<file path="config.mk">
export PLATFORM = sky130hd
export DESIGN_NAME = spi_cmd_ram
export DESIGN_NICKNAME = d
export VERILOG_FILES = /design/src/rtl/spi_cmd_ram.sv
export SDC_FILE = /design/constraint.sdc
export NUM_CORES = 2
export LEC_CHECK = 0
export CAP_MARGIN = 20
export CORE_UTILIZATION = 29
export CTS_BUF_LIST = sky130_fd_sc_hd__clkbuf_4 sky130_fd_sc_hd__clkbuf_8
export DETAILED_ROUTE_END_ITERATION = 12
export SYNTH_ARGS = -nofsm -noshare
export SYNTH_HDL_FRONTEND = slang
export SYNTH_SLANG_ARGS = --single-unit
</file>
<file path="constraint.sdc">
create_clock -name clk -period 2.7 [get_ports clk]
set_clock_uncertainty 0.15 [all_clocks]
set_input_delay 0.27 -clock clk [delete_from_list [all_inputs] [get_ports clk]]
set_output_delay 0.27 -clock clk [all_outputs]
set_load 0.01 [all_outputs]
</file>
<file path="src/rtl/spi_cmd_ram.sv">
`default_nettype none
// ============================================================================
// Module   : spi_cmd_ram
// Desc     : Opcode-decoded RAM slave behind the SPI shifter. It has separate
//            read/write pointers, optional auto-increment and a held
//            tx_valid/tx_ready read-data port.
// Revision : 1.0 - initial release
// ============================================================================
module spi_cmd_ram #(
  parameter int DATA_W    = 8,
  parameter int MEM_DEPTH = 256,
  parameter int ADDR_SIZE = 8,
  parameter bit AUTO_INC  = 1'b0
) (
  input  logic              clk,
  input  logic              rst_n,
  input  logic [DATA_W+1:0] din,
  input  logic              rx_valid,
  output logic              rx_ready,
  input  logic              tx_ready,
  output logic              tx_valid,
  output logic [DATA_W-1:0] dout,
  output logic              addr_err
);

  localparam logic [1:0]           c_OP_WADDR = 2'b00;
  localparam logic [1:0]           c_OP_WDATA = 2'b01;
  localparam logic [1:0]           c_OP_RADDR = 2'b10;
  localparam logic [1:0]           c_OP_RDATA = 2'b11;
  // One bit wider than a pointer so that a full 2^ADDR_SIZE depth is representable
  localparam logic [ADDR_SIZE:0]   c_DEPTH    = (ADDR_SIZE+1)'(MEM_DEPTH);
  localparam logic [ADDR_SIZE-1:0] c_LAST     = ADDR_SIZE'(MEM_DEPTH - 1);

  typedef enum logic [0:0] {
    ST_IDLE = 1'b0,
    ST_HOLD = 1'b1
  } state_t;

  state_t              r_state;
  logic [DATA_W-1:0]   r_mem [MEM_DEPTH];
  logic [ADDR_SIZE-1:0] r_wr_ptr;
  logic [ADDR_SIZE-1:0] r_rd_ptr;
  logic [DATA_W-1:0]   r_dout;
  logic                r_addr_err;

  logic                w_accept;
  logic [1:0]          w_op;
  logic [ADDR_SIZE-1:0] w_addr;
  logic                w_addr_ok;
  logic                w_wr_acc;
  logic                w_rd_acc;

  function automatic logic [ADDR_SIZE-1:0] f_next(input logic [ADDR_SIZE-1:0] p);
    return (p == c_LAST) ? '0 : p + ADDR_SIZE'(1);
  endfunction

  assign rx_ready  = ~((r_state == ST_HOLD) & ~tx_ready);
  assign w_accept  = rx_valid & rx_ready;
  assign w_op      = din[DATA_W+1:DATA_W];
  assign w_addr    = din[ADDR_SIZE-1:0];
  assign w_addr_ok = ({1'b0, w_addr} < c_DEPTH);
  assign w_wr_acc  = w_accept & (w_op == c_OP_WDATA);
  assign w_rd_acc  = w_accept & (w_op == c_OP_RDATA);

  assign tx_valid  = (r_state == ST_HOLD);
  assign dout      = r_dout;
  assign addr_err  = r_addr_err;

  always_ff @(posedge clk or negedge rst_n) begin
    if (!rst_n) begin
      r_wr_ptr   <= '0;
      r_rd_ptr   <= '0;
      r_addr_err <= 1'b0;
    end else if (w_accept) begin
      case (w_op)
        c_OP_WADDR: begin
          if (w_addr_ok) r_wr_ptr <= w_addr;
          else           r_addr_err <= 1'b1;
        end
        c_OP_WDATA: begin
          if (AUTO_INC) r_wr_ptr <= f_next(r_wr_ptr);
        end
        c_OP_RADDR: begin
          if (w_addr_ok) r_rd_ptr <= w_addr;
          else           r_addr_err <= 1'b1;
        end
        default: begin
          if (AUTO_INC) r_rd_ptr <= f_next(r_rd_ptr);
        end
      endcase
    end
  end

  // Storage is deliberately left out of reset
  always_ff @(posedge clk) begin
    if (w_wr_acc) r_mem[r_wr_ptr] <= din[DATA_W-1:0];
  end

  always_ff @(posedge clk or negedge rst_n) begin
    if (!rst_n) begin
      r_state <= ST_IDLE;
      r_dout  <= '0;
    end else begin
      case (r_state)
        ST_IDLE: begin
          if (w_rd_acc) begin
            r_state <= ST_HOLD;
            r_dout  <= r_mem[r_rd_ptr];
          end
        end
        default: begin
          if (tx_ready) begin
            if (w_rd_acc) r_dout <= r_mem[r_rd_ptr];
            else          r_state <= ST_IDLE;
          end
        end
      endcase
    end
  end

endmodule
`default_nettype wire

</file>
==> impl_metrics.json <==
{
  "status": "finished with violations",
  "violations": "negative setup slack",
  "clock_path_buffers": 4,
  "ios": 25,
  "postRouteAntennaNets": 0,
  "yosysSeqAreaShare": 0.768,
  "finalCritPeriodShare": 1.17,
  "start_kind": "flip-flop",
  "p_per_area_nw_per_um2": 766,
  "postRouteWirelength_mm": 227,
  "min_path_type": "in2reg",
  "switching_share": 0.264,
  "nets": 5070,
  "first_global_vias": 45200,
  "yosysMostFrequentCell": "edfxtp_1",
  "cp.arrival_ns": 3.94,
  "syn-num-nets": 3990,
  "grt_use_total": 0.160,
  "portBuffers": 23,
  "cts_tree": "done",
  "maxCapViolCount": 0,
  "rows": 193,
  "worstPathMaxFanout": 6,
  "crit_family": "simple AND/OR/NAND/NOR gates",
  "power_frac_comb": 0.182,
  "cts_made_buffers": 355,
  "critPathMaxStageDelay_ns": 0.61,
  "die_width_um": 530,
  "drive_gt1_frac": 0.374,
  "synth_edf_count": 2048,
  "clkPwrFrac": 0.353,
  "synth_area_leaders": "edfxtp_1, mux4_2, mux2i_1, nor2_1, mux4_1",
  "fmax_mhz": 316,
  "grt_max_degree": 111,
  "drv_slew": 0,
  "via_count": 44400,
  "dr.pass1.iters": 5,
  "drt_iter0_markers": 4913,
  "setup_viol": 8,
  "synthFlopType": "edfxtp_1",
  "synth_cells": 3976,
  "p_int_w": 0.0567,
  "grt_overflow": 0,
  "crit_top_cell": "buf_12",
  "hold_slack_ns": 0.116,
  "p_leak_nw": 33.4,
  "yosysUniqueCellTypes": 68,
  "fin_ws_ns": -0.464,
  "finalHoldViolCount": 0,
  "path_clk_slew_ns": 0.06,
  "grt_pass1_wl_mm": 325,
  "slew_headroom": 0.358,
  "finalWeightedCongestion": 0.883,
  "power.switching_w": 0.0203,
  "clock_latency_ns": 1.07,
  "synth_top_cell_area_share": 0.760,
  "power.share.sequential": 0.465,
  "ir_drop_mv": 0.538,
  "grt_antenna_before_repair": 8,
  "cts_sinks": 2073,
  "area_growth_pct": 24.2,
  "ys_seq_elements": 2073,
  "critical_path_class": "reg2reg",
  "die_height_um": 530,
  "rsz0062_at_grt": "true",
  "hpwl_mm": 146,
  "coreArea_sq_um": 277000,
  "die-area_sq_um": 281000,
  "min_period_ns": 3.16,
  "post-route-drc-count": 0,
  "vias_per_cell": 4.93,
  "initial_core_util": 0.292,
  "crit_chain": "buf_12, buf_16, buf_12, buf_12, mux2i_2, o221ai_2, a21oi_2, or4_4, or4_4, o211ai_1",
  "post-place-ws_ns": -0.875,
  "p_total_w": 0.0770,
  "netlist_area_sq_um": 80900,
  "yosys.area.top_type": "edfxtp_1",
  "crit_slowest_cell": "or4_4",
  "yosysWarnings": 0,
  "cp-end-kind": "flip-flop",
  "async_flop_share": 0.0121,
  "tightest_slew_ns": 0.963,
  "wl_per_cell_um": 25.2,
  "syn_area_per_cell_sq_um": 20.3,
  "netlist_top_cells_count": "edfxtp_1, mux4_2, nor2_1",
  "cp.required_ns": 3.48,
  "h-tree-depth": 5,
  "root_buffer": "clkbuf_8",
  "path_buf_inv": 4
}
registers in the layout, indices dropped and copies added, names as in the netlist:
signal / flops
dout: 8
r_mem: 2048
r_rd_ptr: 8
r_wr_ptr: 8
tx_valid: 1
per-layer routing:
layer | share of wire | global-route usage
met1 | 0.42 | 0.214
met2 | 0.47 | 0.252
met3 | 0.075 | 0.0315
met4 | 0.043 | 0.0677
met5 | 0.00020 | 0
cell usage in the layout (no fill, tap or decap), types with 9 or more instances in the layout:
master / Yosys / layout
buf_6: 40 / 31
buf_4: 30 / 764
nand2_2: 1 / 9
nand3_2: 0 / 10
a22oi_1: 71 / 52
o21ai_1: 0 / 13
a22oi_2: 0 / 19
edfxtp_1: 2048 / 2048
dfrtp_1: 25 / 17
o22ai_1: 125 / 122
dlygate4sd3_1: 1 / 13
a211oi_2: 0 / 15
clkbuf_4: 1 / 96
o221ai_1: 52 / 38
clkbuf_8: 3 / 370
a211oi_1: 58 / 40
nor2_1: 314 / 304
a21oi_1: 41 / 33
bufinv_16: 0 / 11
mux2_2: 21 / 18
mux4_1: 37 / 30
nand3_1: 29 / 17
o221ai_2: 1 / 15
mux4_2: 329 / 336
buf_16: 0 / 12
clkinv_1: 0 / 72
nand2_1: 99 / 91
o21ai_0: 30 / 15
clkinv_2: 0 / 61
clkdlybuf4s50_1: 0 / 13
mux2i_1: 309 / 302
nor3_1: 29 / 22
buf_12: 6 / 103
final cells by class:
class / count / area, sq um
Antenna cell: 5 / 12.5
Timing Repair Buffer: 959 / 9130
Inverter: 3 / 13.8
Tap cell: 3705 / 4640
Multi-Input combinational cell: 1664 / 17900
Clock inverter: 154 / 988
Sequential cell: 2073 / 62100
Clock buffer: 458 / 5700
Fill cell: 25500 / 176000
path summary, 6_finish.rpt:
path / depth (start not counted) / startpoint / to / slack [ns]
worst max register to register: 10 / r_rd_ptr[0] / dout[2] / -0.46
worst min-delay path: 2 / din[2] / r_mem[48][2] / 0.12
worst min register to register: 1 / r_rd_ptr[7] / r_rd_ptr[7] / 0.38
min in group asynchronous: 4 / rst_n / r_rd_ptr[1] / 0.23
max in group asynchronous: 4 / rst_n / tx_valid / 1.96
worst max-delay path: 10 / r_rd_ptr[0] / dout[2] / -0.46
power by group through the flow:
stage / registers (W) / logic (W) / clock network (W)
6_report: 0.0358 / 0.0140 / 0.0272
5_1_grt: 0.0358 / 0.0146 / 0.0291
4_1_cts: 0.0358 / 0.0137 / 0.0277
3_5_place_dp: 0.0365 / 0.0126 / 0
3_3_place_gp: 0.0365 / 0.0125 / 0
2_1_floorplan: 0.0363 / 0.00679 / 0
kinds of logic after synthesis:
group                  count (synthesis)  synth area share
DFF                                 2073             0.768
muxes                                696             0.145
other                                  1         0.0000464
buffers and inverters                239            0.0215
AOI/OAI and AO/OA                    431            0.0373
and+or+nand+nor                      536            0.0285
stage by stage:
step,area (sq um),utilization,std cells,setup TNS (ns)
after CTS,100000,0.361,8998,-2.84
after global placement,91700,0.331,8318,-497.81
final,100000,0.363,9021,-2.96
after floorplan,80900,-,3976,0
after global routing,100000,0.363,9020,-3.49
after detailed placement,91700,0.331,8318,-447.22
timing repair:
| action | 4_1_cts | 5_1_grt |
|---|---|---|
| endpoints found under the setup margin | 436 | 150 |
| hold buffers | 14 | 0 |
| buffers inserted | 47 | 22 |
| resized for setup | 198 | 82 |
| gates cloned | 10 | 2 |
| pin swaps | 42 | 42 |
| hold endpoints to repair | 1616 | 0 |
Note: power is estimated with default switching activity, not from simulation.
